<file path="src/rtl/mem_access_sequencer_pkg.sv">
// Shared constants and state type for the LDUR/STUR memory access sequencer.
package mem_access_sequencer_pkg;

  typedef enum logic [2:0] {
    StIdle,
    StDecode,
    StAddr,
    StMem,
    StWb,
    StDone
  } state_e;

  localparam logic [10:0] OP_LDUR = 11'h7C2;
  localparam logic [10:0] OP_STUR = 11'h7C0;

  localparam logic [4:0] FS_ZERO_C = 5'b00000;
  localparam logic [4:0] FS_ADD_C  = 5'b01000;

  localparam logic [4:0] XZR = 5'd31;

endpackage

</file>
<file path="src/rtl/mem_timeout_counter.sv">
// Counts memory wait cycles; expired flags the last allowed cycle without an acknowledge.
module mem_timeout_counter (
  input  logic       clock,
  input  logic       reset,
  input  logic       clear_i,
  input  logic       enable_i,
  input  logic [7:0] timeout_i,
  output logic       expired_o
);

  logic [7:0] count_q;

  assign expired_o = (count_q == timeout_i - 8'd1);

  always_ff @(posedge clock) begin
    if (reset || clear_i) begin
      count_q <= 8'd0;
    end else if (enable_i && !expired_o) begin
      count_q <= count_q + 8'd1;
    end
  end

endmodule

</file>
<file path="src/rtl/mem_access_sequencer.sv">
// Multi-cycle LDUR/STUR sequencer driving register-file selects, ALU selects and the
// data-memory handshake. Outputs are registered from the next state and next latched IR.
module mem_access_sequencer
  import mem_access_sequencer_pkg::*;
#(
  parameter int unsigned DATA_W  = 64,
  parameter int unsigned TIMEOUT = 15,
  parameter logic [4:0]  FS_ADD  = FS_ADD_C
) (
  input  logic              clock,
  input  logic              reset,
  input  logic              start,
  input  logic [31:0]       IR,
  input  logic              mem_ready,
  output logic              busy,
  output logic              done,
  output logic              fault,
  output logic [4:0]        SA,
  output logic [4:0]        SB,
  output logic [4:0]        DA,
  output logic              reg_write,
  output logic              b_sel,
  output logic [DATA_W-1:0] k,
  output logic [4:0]        alu_fs,
  output logic              addr_latch,
  output logic              mem_read,
  output logic              mem_write,
  output logic              wb_sel
);

  state_e      state_q, state_d;
  logic [31:0] ir_q, ir_d;
  logic        fault_q, fault_d;
  logic        expired;
  logic        load_d;
  logic        unused_ir;

  assign unused_ir = ^ir_q[11:10];
  assign load_d    = (ir_d[31:21] == OP_LDUR);

  mem_timeout_counter u_timeout (
    .clock     (clock),
    .reset     (reset),
    .clear_i   (state_q != StMem),
    .enable_i  ((state_q == StMem) && !mem_ready),
    .timeout_i (8'(TIMEOUT)),
    .expired_o (expired)
  );

  always_comb begin
    state_d = state_q;
    ir_d    = ir_q;
    fault_d = fault_q;
    unique case (state_q)
      StIdle: begin
        if (start) begin
          ir_d    = IR;
          fault_d = 1'b0;
          state_d = StDecode;
        end
      end
      StDecode: begin
        if (ir_q[31:21] == OP_LDUR || ir_q[31:21] == OP_STUR) begin
          state_d = StAddr;
        end else begin
          fault_d = 1'b1;
          state_d = StDone;
        end
      end
      StAddr: state_d = StMem;
      StMem: begin
        // An acknowledge on the expiring cycle still completes the access.
        if (mem_ready) begin
          state_d = (ir_q[31:21] == OP_LDUR) ? StWb : StDone;
        end else if (expired) begin
          fault_d = 1'b1;
          state_d = StDone;
        end
      end
      StWb: state_d = StDone;
      StDone: begin
        fault_d = 1'b0;
        state_d = StIdle;
      end
      default: state_d = StIdle;
    endcase
  end

  always_ff @(posedge clock) begin
    if (reset) begin
      state_q    <= StIdle;
      ir_q       <= 32'd0;
      fault_q    <= 1'b0;
      busy       <= 1'b0;
      done       <= 1'b0;
      fault      <= 1'b0;
      SA         <= 5'd0;
      SB         <= 5'd0;
      DA         <= 5'd0;
      reg_write  <= 1'b0;
      b_sel      <= 1'b0;
      k          <= '0;
      alu_fs     <= FS_ZERO_C;
      addr_latch <= 1'b0;
      mem_read   <= 1'b0;
      mem_write  <= 1'b0;
      wb_sel     <= 1'b0;
    end else begin
      state_q    <= state_d;
      ir_q       <= ir_d;
      fault_q    <= fault_d;
      busy       <= (state_d == StDecode) || (state_d == StAddr) ||
                    (state_d == StMem) || (state_d == StWb);
      done       <= (state_d == StDone);
      fault      <= (state_d == StDone) && fault_d;
      SA         <= 5'd0;
      SB         <= 5'd0;
      DA         <= 5'd0;
      reg_write  <= 1'b0;
      b_sel      <= 1'b0;
      k          <= '0;
      alu_fs     <= FS_ZERO_C;
      addr_latch <= 1'b0;
      mem_read   <= 1'b0;
      mem_write  <= 1'b0;
      wb_sel     <= 1'b0;
      unique case (state_d)
        StAddr: begin
          SA         <= ir_d[9:5];
          k          <= {{(DATA_W - 9){ir_d[20]}}, ir_d[20:12]};
          b_sel      <= 1'b1;
          alu_fs     <= FS_ADD;
          addr_latch <= 1'b1;
        end
        StMem: begin
          mem_read  <= load_d;
          mem_write <= !load_d;
          SB        <= load_d ? 5'd0 : ir_d[4:0];
        end
        StWb: begin
          DA        <= ir_d[4:0];
          wb_sel    <= 1'b1;
          reg_write <= (ir_d[4:0] != XZR);
        end
        default: ;
      endcase
    end
  end

endmodule

</file>
<file path="config.mk">
export PLATFORM = sky130hd
export DESIGN_NAME = mem_access_sequencer
export DESIGN_NICKNAME = d
export VERILOG_FILES = /design/src/rtl/mem_access_sequencer_pkg.sv /design/src/rtl/mem_timeout_counter.sv /design/src/rtl/mem_access_sequencer.sv
export SDC_FILE = /design/constraint.sdc
export NUM_CORES = 1
export LEC_CHECK = 0
export ABC_CLOCK_PERIOD_IN_PS = 2100
export BUFFER_PORTS_ARGS = -buffer_cell sky130_fd_sc_hd__buf_2
export CAP_MARGIN = 20
export CORE_ASPECT_RATIO = 0.9
export CORE_MARGIN = 1
export CORE_UTILIZATION = 50
export CTS_BUF_LIST = sky130_fd_sc_hd__clkbuf_8
export DETAILED_ROUTE_END_ITERATION = 12
export PLACE_DENSITY = 0.79
export SYNTH_ARGS = -nofsm -noshare
export SYNTH_HDL_FRONTEND = slang
export SYNTH_SLANG_ARGS = --single-unit
</file>
<file path="constraint.sdc">
create_clock -name clock -period 2.1 [get_ports clock]
set_clock_uncertainty 0.1 [all_clocks]
set_input_delay 0.42 -clock clock [delete_from_list [all_inputs] [get_ports clock]]
set_output_delay 0.42 -clock clock [all_outputs]
set_load 0.005 [all_outputs]
</file>
# Word-level counts from Yosys, hierarchy flattened
# Cells that the tools add are included.
# W data, S select, Z words.
# totals
elab_cells	71
regBits	81
output_inout_bits	93
inputBits	36
# classes
n_reduce_logical	17
bitwise_logic	3
mux	16
n_eq_ne	16
addsub	1
# op_table
cell	count
$mux W32	2
$eq A11 B11 Y1 const B	3
$pmux W3 S5	1
$eq A3 B2 Y1 const B	4
$eq A3 B3 Y1 const B	4
$mux W3	4
$add A8 B1 Y8 const B	1
$eq A8 B4 Y1 const B	1
$mux W1	7
$eq A3 B1 Y1 const B	2
$reduce_or A2 Y1	3
$logic_or A1 B1 Y1	5
$ne A5 B5 Y1 const B	1
$mux W4	1
$pmux W1 S4	1
$logic_and A1 B1 Y1	3
$logic_not A1 Y1	3
$logic_not A3 Y1	1
$ne A3 B2 Y1 const B	1
$not A1 Y1	3
$reduce_or A3 Y1	1
$reduce_and A2 Y1	1

# Depth between registers and ports, before layout
# Gate-level depths: netlist of the first run.
# logic_depth
ltp_word	8
ltp_mapped	8
depth_no_buf	7

# Modules after synthesis
# From an unflattened synthesis of the first run, not the netlist that was laid out.
# unflattened
hier_cells	399
hier_area_um2	3619.7
# modules_own_cells
module	instances	area_per_inst_um2	cells_each	seq_area_each_um2
mem_access_sequencer	1	2892.8	309	1321.3
mem_timeout_counter	1	726.9	90	160.2

# Worst setup path after synthesis of the first run
# No wires, ideal clock.
# synth_timing
path_type	register to output
startpoint	register k[8] (netlist name)
endpoint	output port k[10]
setup_slack_ps	130
path_stages_with_launch	2
t_required_ps	1580
arrival_ps	1450
path_buffers	1
path_cell_list	dfxtp_1 -> buf_4
# synth_rtl
element	line	source
end, declared	mem_access_sequencer.sv:23	output logic [DATA_W-1:0] k,
# No word-level cell between the ends.

# Final worst setup path of the first run
# layout_timing
startpoint	register ir_q[24]
endpoint	register k[4]
# layout_between
elab_chain_len	7
word_cells_on_any_way	10
cone_classes	eq/ne (3); mux (4); bitwise (1); reduce/logical (2)
# layout_rtl
element	line	source
start, declared	mem_access_sequencer.sv:32	logic [31:0] ir_q, ir_d;
start signal, assigned	mem_access_sequencer.sv:110	ir_q <= ir_d;
$eq A11 B11 Y1 (on tied branches)	mem_access_sequencer.sv:63, mem_access_sequencer.sv:74	
$mux W1 or $logic_or A1 B1 Y1 (tied branches)	mem_access_sequencer.sv:74, mem_access_sequencer.sv:63	
$mux W3 (on tied branches)	mem_access_sequencer.sv:73, mem_access_sequencer.sv:63	
$pmux W3 S5 *	mem_access_sequencer.sv:54	unique case (state_q)
$eq A3 B2 Y1 *	mem_access_sequencer.sv:127	unique case (state_d)
$not A1 Y1 (no line) *	-	
$reduce_or A2 Y1 (no line) *	-	
end signal, assigned	mem_access_sequencer.sv:130	k <= {{(DATA_W - 9){ir_d[20]}}, ir_d[20:12]};
# Every way passes the cells marked *; elsewhere a longest branch is shown, timed or not.
# A chain may end at the register's enable or synchronous reset.

==> results of run 1 <==
through the flow:
step                      instance area, um^2  utilization  std cells
final                                    3730        0.610        504
after floorplan                          3160            -        337
after global routing                     3730        0.610        504
after global placement                   3490        0.570        488
after detailed placement                 3490        0.570        488
after CTS                                3730        0.610        504
cell usage in the layout, fill, tap and decap left out, types with 3 or more instances in the layout:
cell type,n
sky130_fd_sc_hd__nor2_1,41
sky130_fd_sc_hd__or2_2,3
sky130_fd_sc_hd__mux2i_1,20
sky130_fd_sc_hd__xor2_1,6
sky130_fd_sc_hd__buf_2,122
sky130_fd_sc_hd__nor3_1,11
sky130_fd_sc_hd__buf_4,17
sky130_fd_sc_hd__conb_1,4
sky130_fd_sc_hd__a21oi_1,14
sky130_fd_sc_hd__and3_1,3
sky130_fd_sc_hd__nand4_1,7
sky130_fd_sc_hd__nand2_1,27
sky130_fd_sc_hd__inv_1,5
sky130_fd_sc_hd__clkbuf_8,9
sky130_fd_sc_hd__bufinv_16,3
sky130_fd_sc_hd__nor2_2,8
sky130_fd_sc_hd__dfxtp_1,74
cell families after synthesis:
family,share of synthesized area
simple gates,0.201
buf+inv,0.175
flops,0.470
compound gates,0.0615
mux,0.0635
xor+xnor,0.0194
fa+ha+maj,0.00794
other cells,0.00119
registers in the layout, indices dropped and copies added (netlist names), 3 cells and up:
| register | count |
|---|---|
| DA | 5 |
| u_timeout.count_q | 8 |
| state_q | 3 |
| ir_q | 30 |
| SA | 5 |
| k | 9 |
| SB | 5 |
how the worst min path moves through the flow:
stage | from | end | slack (ns) | cells past startpoint
2_1_floorplan | ir_q[25]$_SDFF_PP0_ | ir_q[25]$_SDFF_PP0_ | 0.33 | 2
3_3_place_gp | ir_q[26]$_SDFF_PP0_ | ir_q[26]$_SDFF_PP0_ | 0.34 | 2
3_5_place_dp | ir_q[21]$_SDFF_PP0_ | ir_q[21]$_SDFF_PP0_ | 0.35 | 2
4_1_cts | IR[31] | ir_q[31]$_SDFF_PP0_ | 0.21 | 3
5_1_grt | IR[30] | ir_q[30]$_SDFF_PP0_ | 0.23 | 3
6_report | IR[29] | ir_q[29]$_SDFF_PP0_ | 0.22 | 3
critical path: stages, from the launching register on:
cell,delay [ns]
sky130_fd_sc_hd__dfxtp_1,0.31
sky130_fd_sc_hd__or2_1,0.27
sky130_fd_sc_hd__or4b_4,0.59
sky130_fd_sc_hd__a31oi_4,0.28
sky130_fd_sc_hd__nand2_4,0.19
sky130_fd_sc_hd__nor2_1,0.14
power by group through the flow:
stage / registers (mW) / logic [mW] / clock network, mW
2_1_floorplan: 1.51 / 0.197 / 0
3_3_place_gp: 1.51 / 0.288 / 0
3_5_place_dp: 1.51 / 0.293 / 0
4_1_cts: 1.48 / 0.294 / 1.33
5_1_grt: 1.48 / 0.326 / 1.39
6_report: 1.48 / 0.294 / 1.31
metal layers:
layer  up-vias  share of wire
met5         -              0
met4         0          0.022
met3        11          0.049
met2        59           0.46
met1      1066           0.46
li1       1199              -
area by class of cell:
type / instances / area [um^2]
clock buffer: 9 / 124
clock inverter: 7 / 118
inverter: 5 / 18.8
sequential: 74 / 1480
tap: 87 / 109
multi-input combinational: 183 / 1140
fill: 502 / 2390
timing repair buffer: 139 / 738
==> qor.txt, run 1 <==
Gpl congestion: 0.840
GR Util met2: 0.305
Path category of the worst min-delay check: in -> reg
Average size of a mapped cell: 9.44 um^2
Proportion of register bits with asynchronous set or reset after synthesis: 0
Max-capacitance violation count: 0
Number of clock sinks: 74
Net switching fraction of the power: 0.228
Input/output buffers: 122
Total design power: 3.08 mW
Layout overhead on the synthesized area: 18.2%
Pre-CTS setup slack: 0.141 ns
Area share of the largest cell type after synthesis: 0.470
Cell area after synthesis: 3150 um^2
Global-route met1 utilization: 0.228
Depth of the worst register-to-register path: 5
Power Dens Cells: 826 nW/um^2
Final critical-path share of the clock period: 0.935
Main flop type after synthesis: sky130_fd_sc_hd__dfxtp_1
Number of detailed-route iterations in the first pass: 4
Post-synth top cells: 74 x sky130_fd_sc_hd__dfxtp_1, 64 x sky130_fd_sc_hd__buf_4, 41 x sky130_fd_sc_hd__nor2_1, 27 x sky130_fd_sc_hd__nand2_1, 20 x sky130_fd_sc_hd__mux2i_1
Count of cells resized by post-cts repair: 0
Antenna violations before repair: 0
CTS hold repair buffers: 0
Library cell used as clock root buffer: sky130_fd_sc_hd__clkbuf_8
Vias per inst: 4.63
Most instantiated library cell after synthesis: sky130_fd_sc_hd__dfxtp_1
Area leader, netlist: sky130_fd_sc_hd__dfxtp_1
Post-route DRC: 0
Vias in the first global route: 2122
Switch Pwr: 0.703 mW
Pins over their slew limit: 0
Die outline width: 85.7 um
N_diodes: 0
GRT Overall Usage: 0.186
Deepest level of the CTS H-tree: 3
Number of hold-slack violations in the final timing report: 0
Largest net degree at the start of global routing: 57
Setup repair bufs after CTS: 0
Share of post-route cells with drive strength above 1: 0.417
Critical R2R Launch: ir_q[24]$_SDFF_PP0_
Endpoint of the worst setup timing path: k[4]$_SDFF_PP0_
Floorplan Core Area: 6110 um^2
Highest clock rate: 509 MHz
Number of cell rows: 27
Clock-pin slew on the worst setup and hold paths: 0.08 ns
Internal: 2.38 mW
Status: finished, final reports clean
Number of buffers created by CTS: 9
Critical path fanouts, max: 15
Vias after detailed routing: 2335
Residual overflow from global routing: 0
Flop pwr share: 0.481
Clock tree from TritonCTS: done
# setup viols final: 0
Leading post-synthesis cells by cell area: sky130_fd_sc_hd__dfxtp_1 47%, sky130_fd_sc_hd__buf_4 15%, sky130_fd_sc_hd__mux2i_1 6.3%
Critical Path Source: ir_q[24]$_SDFF_PP0_
Logic gate share of total power: 0.095
Wire length of the first global-routing pass: 9590 um
Cell count after synthesis: 334
Vertical extent of the die: 77.3 um
Ports: 129
Area of the die: 6630 um^2
Data arrival at the endpoint of the critical path: 2.14 ns
Leakage power summed over all cells: 1.82 nW
Setup_tns: 0 ns
Register-to-Register Setup Slack: 0.14 ns
Antenna-violating nets left: 0
Count of different cell masters after synthesis: 48
Violation count after the first detailed-route iteration: 99
Synthesis warning total: 0
Setup repair after global routing missed its margin: false
Worst vdd ir: 0.731 mV
Average wire length per cell after detail routing: 11.8 um
Latest clock arrival within the worst-skew pair: 0.34 ns
Initial cell density of the core: 0.516
Post-synth EDFFs: 0
Hpwl dp: 4330 um
Crit start category: flip-flop
Busiest layer in global routing: met2
Fraction of the yosys area taken by sequential cells: 0.470
Relative contribution of the clock network to total power: 0.424
Detailed-route wire length: 5940 um
Endpoint required time on the critical path: 2.28 ns
Category of the critical setup timing path: reg -> reg
Final net count: 450
Worst-case clock buffer depth: 2
Worst hold margin: 0.224 ns
Final critical-path setup slack: 0.137 ns
Flip-flop and latch count after synthesis: 74
Crit. End Element: flip-flop
Fraction of met3 tracks used by global routing: 0.0447
Final critical path time including I/O delays and setup: 1.96 ns
Worst r2r dst: k[4]$_SDFF_PP0_
(Power assumes the default switching activity.)
==> inputs of run 2 (changes only) <==
--- a/constraint.sdc
+++ b/constraint.sdc
@@ -4,2 +4,2 @@
 set_output_delay 0.42 -clock clock [all_outputs]
-set_load 0.005 [all_outputs]
+set_load 0.1 [all_outputs]
==> run 2 against run 1 <==
Wire length decreased by 0.57%. Global-route usage about the same. Count of clock-buffer cells in the layout unchanged. Register-to-register slack got worse by 0.03 ns. Maximum frequency decreased by 1.6%. Via count increased by 0.60%. Clock power decreased by 9%. Sequential share of layout area increased by 0.29 points. Largest cell class unchanged.
==> qor.txt, run 2 (synthesized netlist as in run 1, its figures left out) <==
Floorplan Core Area: 6110 um^2
Data arrival at the endpoint of the critical path: 2.16 ns
Initial cell density of the core: 0.516
Number of clock sinks: 74
Register-to-Register Setup Slack: 0.10 ns
Post-route DRC: 0
Flop pwr share: 0.482
Relative contribution of the clock network to total power: 0.389
Number of cell rows: 27
Critical R2R Launch: ir_q[24]$_SDFF_PP0_
Endpoint required time on the critical path: 2.26 ns
Hpwl dp: 4290 um
Clock tree from TritonCTS: done
Number of detailed-route iterations in the first pass: 5
Deepest level of the CTS H-tree: 3
Vertical extent of the die: 77.3 um
Net switching fraction of the power: 0.262
Violation count after the first detailed-route iteration: 63
Critical path fanouts, max: 6
Input/output buffers: 122
Clock-pin slew on the worst setup and hold paths: 0.07 ns
Wire length of the first global-routing pass: 9670 um
Internal: 2.26 mW
Final net count: 448
Die outline width: 85.7 um
Path category of the worst min-delay check: in -> reg
Area of the die: 6630 um^2
Depth of the worst register-to-register path: 5
Logic gate share of total power: 0.128
Largest net degree at the start of global routing: 57
Setup repair after global routing missed its margin: true
Most common cell after layout, fill and taps aside: sky130_fd_sc_hd__buf_2
Worst r2r dst: SB[2]$_SDFF_PP0_
Largest registers: ir_q x30, k x9, u_timeout.count_q x8
CTS hold repair buffers: 0
Count of placed standard cells in the final layout, fillers left out: 502
Most frequent cells in the layout: 120 x sky130_fd_sc_hd__buf_2, 73 x sky130_fd_sc_hd__dfxtp_1, 41 x sky130_fd_sc_hd__nor2_1
Category of the critical setup timing path: reg -> reg
Latest clock arrival within the worst-skew pair: 0.33 ns
Pins over their slew limit: 0
Ports: 129
Vias in the first global route: 2149
Layout overhead on the synthesized area: 17.5%
Gpl congestion: 0.779
Residual overflow from global routing: 0
Vias after detailed routing: 2349
Inst Count DP: 485
Antenna-violating nets left: 0
Status: finished, final reports clean
N_diodes: 0
Hold endpoint: ir_q[30]$_SDFF_PP0_
Detailed-route wire length: 5900 um
Top reg by flops: ir_q
# setup viols final: 0
Switch Pwr: 0.804 mW
Leakage power summed over all cells: 1.80 nW
Crit start category: flip-flop
Max-capacitance violation count: 0
Final critical-path share of the clock period: 0.950
Worst-case clock buffer depth: 2
Min-delay src: IR[30]
Number of flip-flops in the largest register: 30
Share of post-route cells with drive strength above 1: 0.419
Number of buffers created by CTS: 9
Total design power: 3.07 mW
Highest clock rate: 501 MHz
Average wire length per cell after detail routing: 11.8 um
Library cell used as clock root buffer: sky130_fd_sc_hd__clkbuf_8
Crit. End Element: flip-flop
Antenna violations before repair: 0
Power Dens Cells: 828 nW/um^2
GRT Overall Usage: 0.187
Number of hold-slack violations in the final timing report: 0
Vias per inst: 4.68
Hold Path Cell Cnt: 3
Worst vdd ir: 0.682 mV
Final critical path time including I/O delays and setup: 2.00 ns
==> run 2: changes by cell type in the layout (fill, tap and decap cells not counted), sizes merged <==
cell | previous run | this run
bufinv | 3 | 2
inv | 5 | 6
clkinv | 4 | 2
clkinvlp | 0 | 2
buf | 139 | 135
clkbuf | 9 | 11
==> run 2: power by group through the flow <==
stage	registers (mW)	logic, mW	clock network, mW
final	1.48	0.393	1.19
after global routing	1.49	0.426	1.31
after CTS	1.48	0.393	1.23
after detailed placement	1.51	0.392	0
after global placement	1.51	0.385	0
after floorplan	1.58	0.227	0
==> run 2: routing by layer <==
metal  global-route usage  up-vias  share of wire
li1                     -     1192              -
met2                0.294       68           0.47
met3               0.0723        6          0.056
met1                0.229     1083           0.46
met4               0.0733        0          0.013
met5                    0        -              0
==> run 2: worst max path at each step <==
stage | start | endpoint | slack [ns]
2_1_floorplan | k[8]$_SDFF_PP0_ | k[10] | 0.03
6_report | ir_q[24]$_SDFF_PP0_ | SB[2]$_SDFF_PP0_ | 0.10
3_5_place_dp | ir_q[24]$_SDFF_PP0_ | SB[2]$_SDFF_PP0_ | 0.10
4_1_cts | k[8]$_SDFF_PP0_ | k[12] | 0.08
5_1_grt | k[8]$_SDFF_PP0_ | k[19] | -0.003
3_3_place_gp | ir_q[24]$_SDFF_PP0_ | SB[3]$_SDFF_PP0_ | 0.18
==> run 2: metrics by stage <==
step | hold WS [ns] | area, um^2 | setup TNS [ns] | utilization | worst slack (ns)
after floorplan | 0.331 | 3170 | 0 | - | 0.0331
final | 0.240 | 3700 | 0 | 0.606 | 0.104
after global placement | 0.339 | 3460 | 0 | 0.567 | 0.176
after CTS | 0.223 | 3690 | 0 | 0.603 | 0.0838
after detailed placement | 0.345 | 3460 | 0 | 0.567 | 0.102
after global routing | 0.217 | 3700 | -0.0304 | 0.606 | -0.00341
==> run 2: worst max-delay path, stage by stage (launching register included) <==
cell and delay, ns:
sky130_fd_sc_hd__dfxtp_1 0.31, sky130_fd_sc_hd__or2_1 0.28, sky130_fd_sc_hd__or4b_4 0.60, sky130_fd_sc_hd__a31oi_4 0.27, sky130_fd_sc_hd__nand3b_2 0.20, sky130_fd_sc_hd__nor2_1 0.16
==> run 2: what timing repair did <==
| action | 4_1_cts | 5_1_grt |
|---|---|---|
| setup buffers | 0 | 1 |
| gates resized for setup | 0 | 3 |
| setup endpoints to repair | 0 | 4 |
==> run 2: layout make-up <==
type                            count  area (um^2)
Clock buffer                        9          124
Clock inverter                      7          101
Fill cell                         525         2410
Inverter                            5         18.8
Multi-Input combinational cell    183         1140
Sequential cell                    74         1480
Tap cell                           87          109
Timing Repair Buffer              137          728
==> inputs of run 3 (changes only) <==
- CORE_UTILIZATION: 50 -> 42
- PLACE_DENSITY: 0.79 -> 0.65
- SYNTH_HIERARCHICAL: default -> 1
==> run 3 against run 2 <==
The flow now finishes with violations (negative setup slack). Core utilization decreased by 0.98 points. Die area grew 36%. Register-to-register slack got worse by 0.12 ns. Non-clock buffer count is 27 higher. Sequential power about the same. Power up 1.7%. Final area increased by 32%. Count of clock-buffer cells in the layout rose by 2. Synthesized area increased by 15%. Critical path type unchanged. Highest routed layer unchanged.
==> qor.txt, run 3 <==
Status: complete, but fails checks
Violations in the final reports: negative setup slack
Final net count: 566
Relative contribution of the clock network to total power: 0.310
Average wire length per cell after detail routing: 11.7 um
Power Dens Cells: 639 nW/um^2
Vias in the first global route: 2698
Input/output buffers: 122
Logic gate share of total power: 0.210
N_diodes: 0
Deepest level of the CTS H-tree: 3
Worst-case headroom to the max-slew limit: 0.636
Critical Path Source: ir_q[27]$_SDFF_PP0_
Critical R2R Launch: ir_q[27]$_SDFF_PP0_
Largest net degree at the start of global routing: 57
Die outline width: 99.9 um
Number of flip-flops in the largest register: 30
Logic depth of the worst path, buffers included: 7
Post-route DRC: 0
Register-to-Register Setup Slack: -0.01 ns
Total design power: 3.12 mW
Crit start category: flip-flop
Detailed-route wire length: 7600 um
Average size of a mapped cell: 9.07 um^2
Max-capacitance violation count: 0
Post-synth top cells: 74 x sky130_fd_sc_hd__dfxtp_1, 61 x sky130_fd_sc_hd__buf_4, 38 x sky130_fd_sc_hd__nand2_1, 28 x sky130_fd_sc_hd__nor2_1, 23 x sky130_fd_sc_hd__a21oi_1
Floorplan Core Area: 8180 um^2
Violation count after the first detailed-route iteration: 99
Synthesis warning total: 6
Maximum single-stage delay on the critical path: 0.54 ns
Vias after detailed routing: 2999
Min-delay src: IR[21]
Post-synth EDFFs: 0
Crit. End Element: flip-flop
Highest clock rate: 474 MHz
Vias per inst: 4.64
Net switching fraction of the power: 0.303
Depth of the worst register-to-register path: 7
Flip-flop and latch count after synthesis: 74
Endpoint required time on the critical path: 2.23 ns
Slew @ Worst Pin: 0.546 ns
Final critical-path setup slack: -0.0119 ns
Cell count after synthesis: 399
Sequential cell area in the final layout: 1490 um^2
Critical path fanouts, max: 8
Largest registers: ir_q x30, k x9, u_timeout/count_q x8
Setup_tns: -0.0471 ns
Area share of the largest cell type after synthesis: 0.409
Initial cell density of the core: 0.442
Share of post-route cells with drive strength above 1: 0.457
Leakage power summed over all cells: 2.23 nW
Antenna-violating nets left: 0
Count of placed standard cells in the final layout, fillers left out: 647
Number of buffers created by CTS: 9
Critical path, cell by cell: or4bb_4 > buf_6 > o41ai_4 > buf_4 > nand4_1 > buf_6 > mux2i_1
Top reg by flops: ir_q
Clock tree from TritonCTS: done
Hpwl dp: 5510 um
Proportion of register bits with asynchronous set or reset after synthesis: 0
Switch Pwr: 0.944 mW
Endpoint of the worst setup timing path: busy$_SDFF_PP0_
Number of hold-slack violations in the final timing report: 0
Layout overhead on the synthesized area: 34.7%
Number of detailed-route iterations in the first pass: 5
Filler instances: 705
Final critical-path share of the clock period: 1.01
Cell area after synthesis: 3620 um^2
Cell type group with the largest total delay on the critical path: simple AND/OR/NAND/NOR gates
Library cell used as clock root buffer: sky130_fd_sc_hd__clkbuf_8
Leading post-synthesis cells by cell area: sky130_fd_sc_hd__dfxtp_1 41%, sky130_fd_sc_hd__buf_4 13%, sky130_fd_sc_hd__mux2i_1 5.8%
# setup viols final: 6
Inst Count DP: 627
Setup repair after global routing missed its margin: true
Path category of the worst min-delay check: in -> reg
Most frequent cells in the layout: 66 x sky130_fd_sc_hd__dfxtp_1, 66 x sky130_fd_sc_hd__buf_2, 56 x sky130_fd_sc_hd__clkbuf_4
Ports: 129
Worst-case clock buffer depth: 2
Number of clock sinks: 74
Area of the die: 8990 um^2
Pins over their slew limit: 0
Vertical extent of the die: 90.1 um
GRT Overall Usage: 0.174
Multi-input combinational cell area: 1900 um^2
Worst hold margin: 0.217 ns
Residual overflow from global routing: 0
Worst r2r dst: busy$_SDFF_PP0_
Area leader, netlist: sky130_fd_sc_hd__dfxtp_1
Clock-pin slew on the worst setup and hold paths: 0.07 ns
Number of cell rows: 31
Antenna violations before repair: 0
Gpl congestion: 0.844
Wire length of the first global-routing pass: 12400 um
Final critical path time including I/O delays and setup: 2.11 ns
Fraction of the yosys area taken by sequential cells: 0.409
Most instantiated library cell after synthesis: sky130_fd_sc_hd__dfxtp_1
Latest clock arrival within the worst-skew pair: 0.34 ns
Worst vdd ir: 0.491 mV
Crit path max-delay cell type: sky130_fd_sc_hd__or4bb_4
Data arrival at the endpoint of the critical path: 2.24 ns
Category of the critical setup timing path: reg -> reg
Library cell appearing most often on the critical path: sky130_fd_sc_hd__buf_6
Crit path buf inv count: 3
Count of different cell masters after synthesis: 61
Internal: 2.17 mW
Flop pwr share: 0.479
Main flop type after synthesis: sky130_fd_sc_hd__dfxtp_1
==> run 3: area by class of cell <==
cell class | count | share of cell area
tap | 115 | 0.0295
inverter | 9 | 0.00693
timing repair buffer | 164 | 0.233
clock inverter | 4 | 0.00410
multi-input combinational | 270 | 0.389
sequential | 74 | 0.306
clock buffer | 11 | 0.0310
==> run 3: logic make-up (layout without fill, tap and decap cells) <==
group	Yosys count	in the layout	share of synthesized area
AO/OA/AOI/OAI	53	53	0.103
XOR/XNOR	14	14	0.0339
adder cells (fa/ha/maj)	3	3	0.00968
buffers and inverters	92	188	0.165
flip-flops	74	74	0.409
multiplexers	21	21	0.0581
other	2	38	0.00207
AND/OR/NAND/NOR	140	141	0.218
==> run 3: worst min path at each step <==
stage	slack (ns)	depth (start not counted)	to
floorplan	0.33	2	ir_q[29]$_SDFF_PP0_
global placement	0.34	2	ir_q[30]$_SDFF_PP0_
detailed placement	0.35	2	ir_q[31]$_SDFF_PP0_
CTS	0.20	3	ir_q[21]$_SDFF_PP0_
global route	0.22	3	ir_q[31]$_SDFF_PP0_
finish	0.22	3	ir_q[21]$_SDFF_PP0_
==> run 3: worst reg2reg max path: stages, from the launching register on <==
cell                      delay [ns]
sky130_fd_sc_hd__dfxtp_2        0.33
sky130_fd_sc_hd__or4bb_4        0.54
sky130_fd_sc_hd__buf_6          0.14
sky130_fd_sc_hd__o41ai_4        0.30
sky130_fd_sc_hd__buf_4          0.17
sky130_fd_sc_hd__nand4_1        0.10
sky130_fd_sc_hd__buf_6          0.19
sky130_fd_sc_hd__mux2i_1        0.11
==> run 3: through the flow <==
step / area, um^2 / setup WS [ns] / util
after floorplan: 3790 / -0.153 / -
after detailed placement: 4290 / -0.288 / 0.524
after CTS: 4690 / -0.0528 / 0.573
after global placement: 4290 / -0.278 / 0.524
after global routing: 4880 / -0.140 / 0.596
final: 4880 / -0.0119 / 0.596
==> run 3: per-layer routing <==
layer / global-route usage / share of wire / vias up
met2: 0.302 / 0.49 / 111
met4: 0.0637 / 0.0083 / 0
met1: 0.208 / 0.44 / 1360
met3: 0.0397 / 0.061 / 7
met5: 0 / 0 / -
li1: - / - / 1521
==> run 3: repair_timing <==
action / CTS / global route
cloned: 1 / 1
hold buffers: 0 / 0
setup endpoints to repair: 33 / 85
gates resized for setup: 38 / 66
setup buffers: 2 / 1
pin swaps: 35 / 7
==> run 3: power by group through the flow <==
| stage | logic, mW | registers, mW | clock network (mW) |
|---|---|---|---|
| after detailed placement | 0.585 | 1.53 | 0 |
| after global placement | 0.578 | 1.53 | 0 |
| after floorplan | 0.341 | 1.61 | 0 |
| final | 0.656 | 1.50 | 0.967 |
| after global routing | 0.709 | 1.50 | 1.05 |
| after CTS | 0.638 | 1.50 | 0.995 |
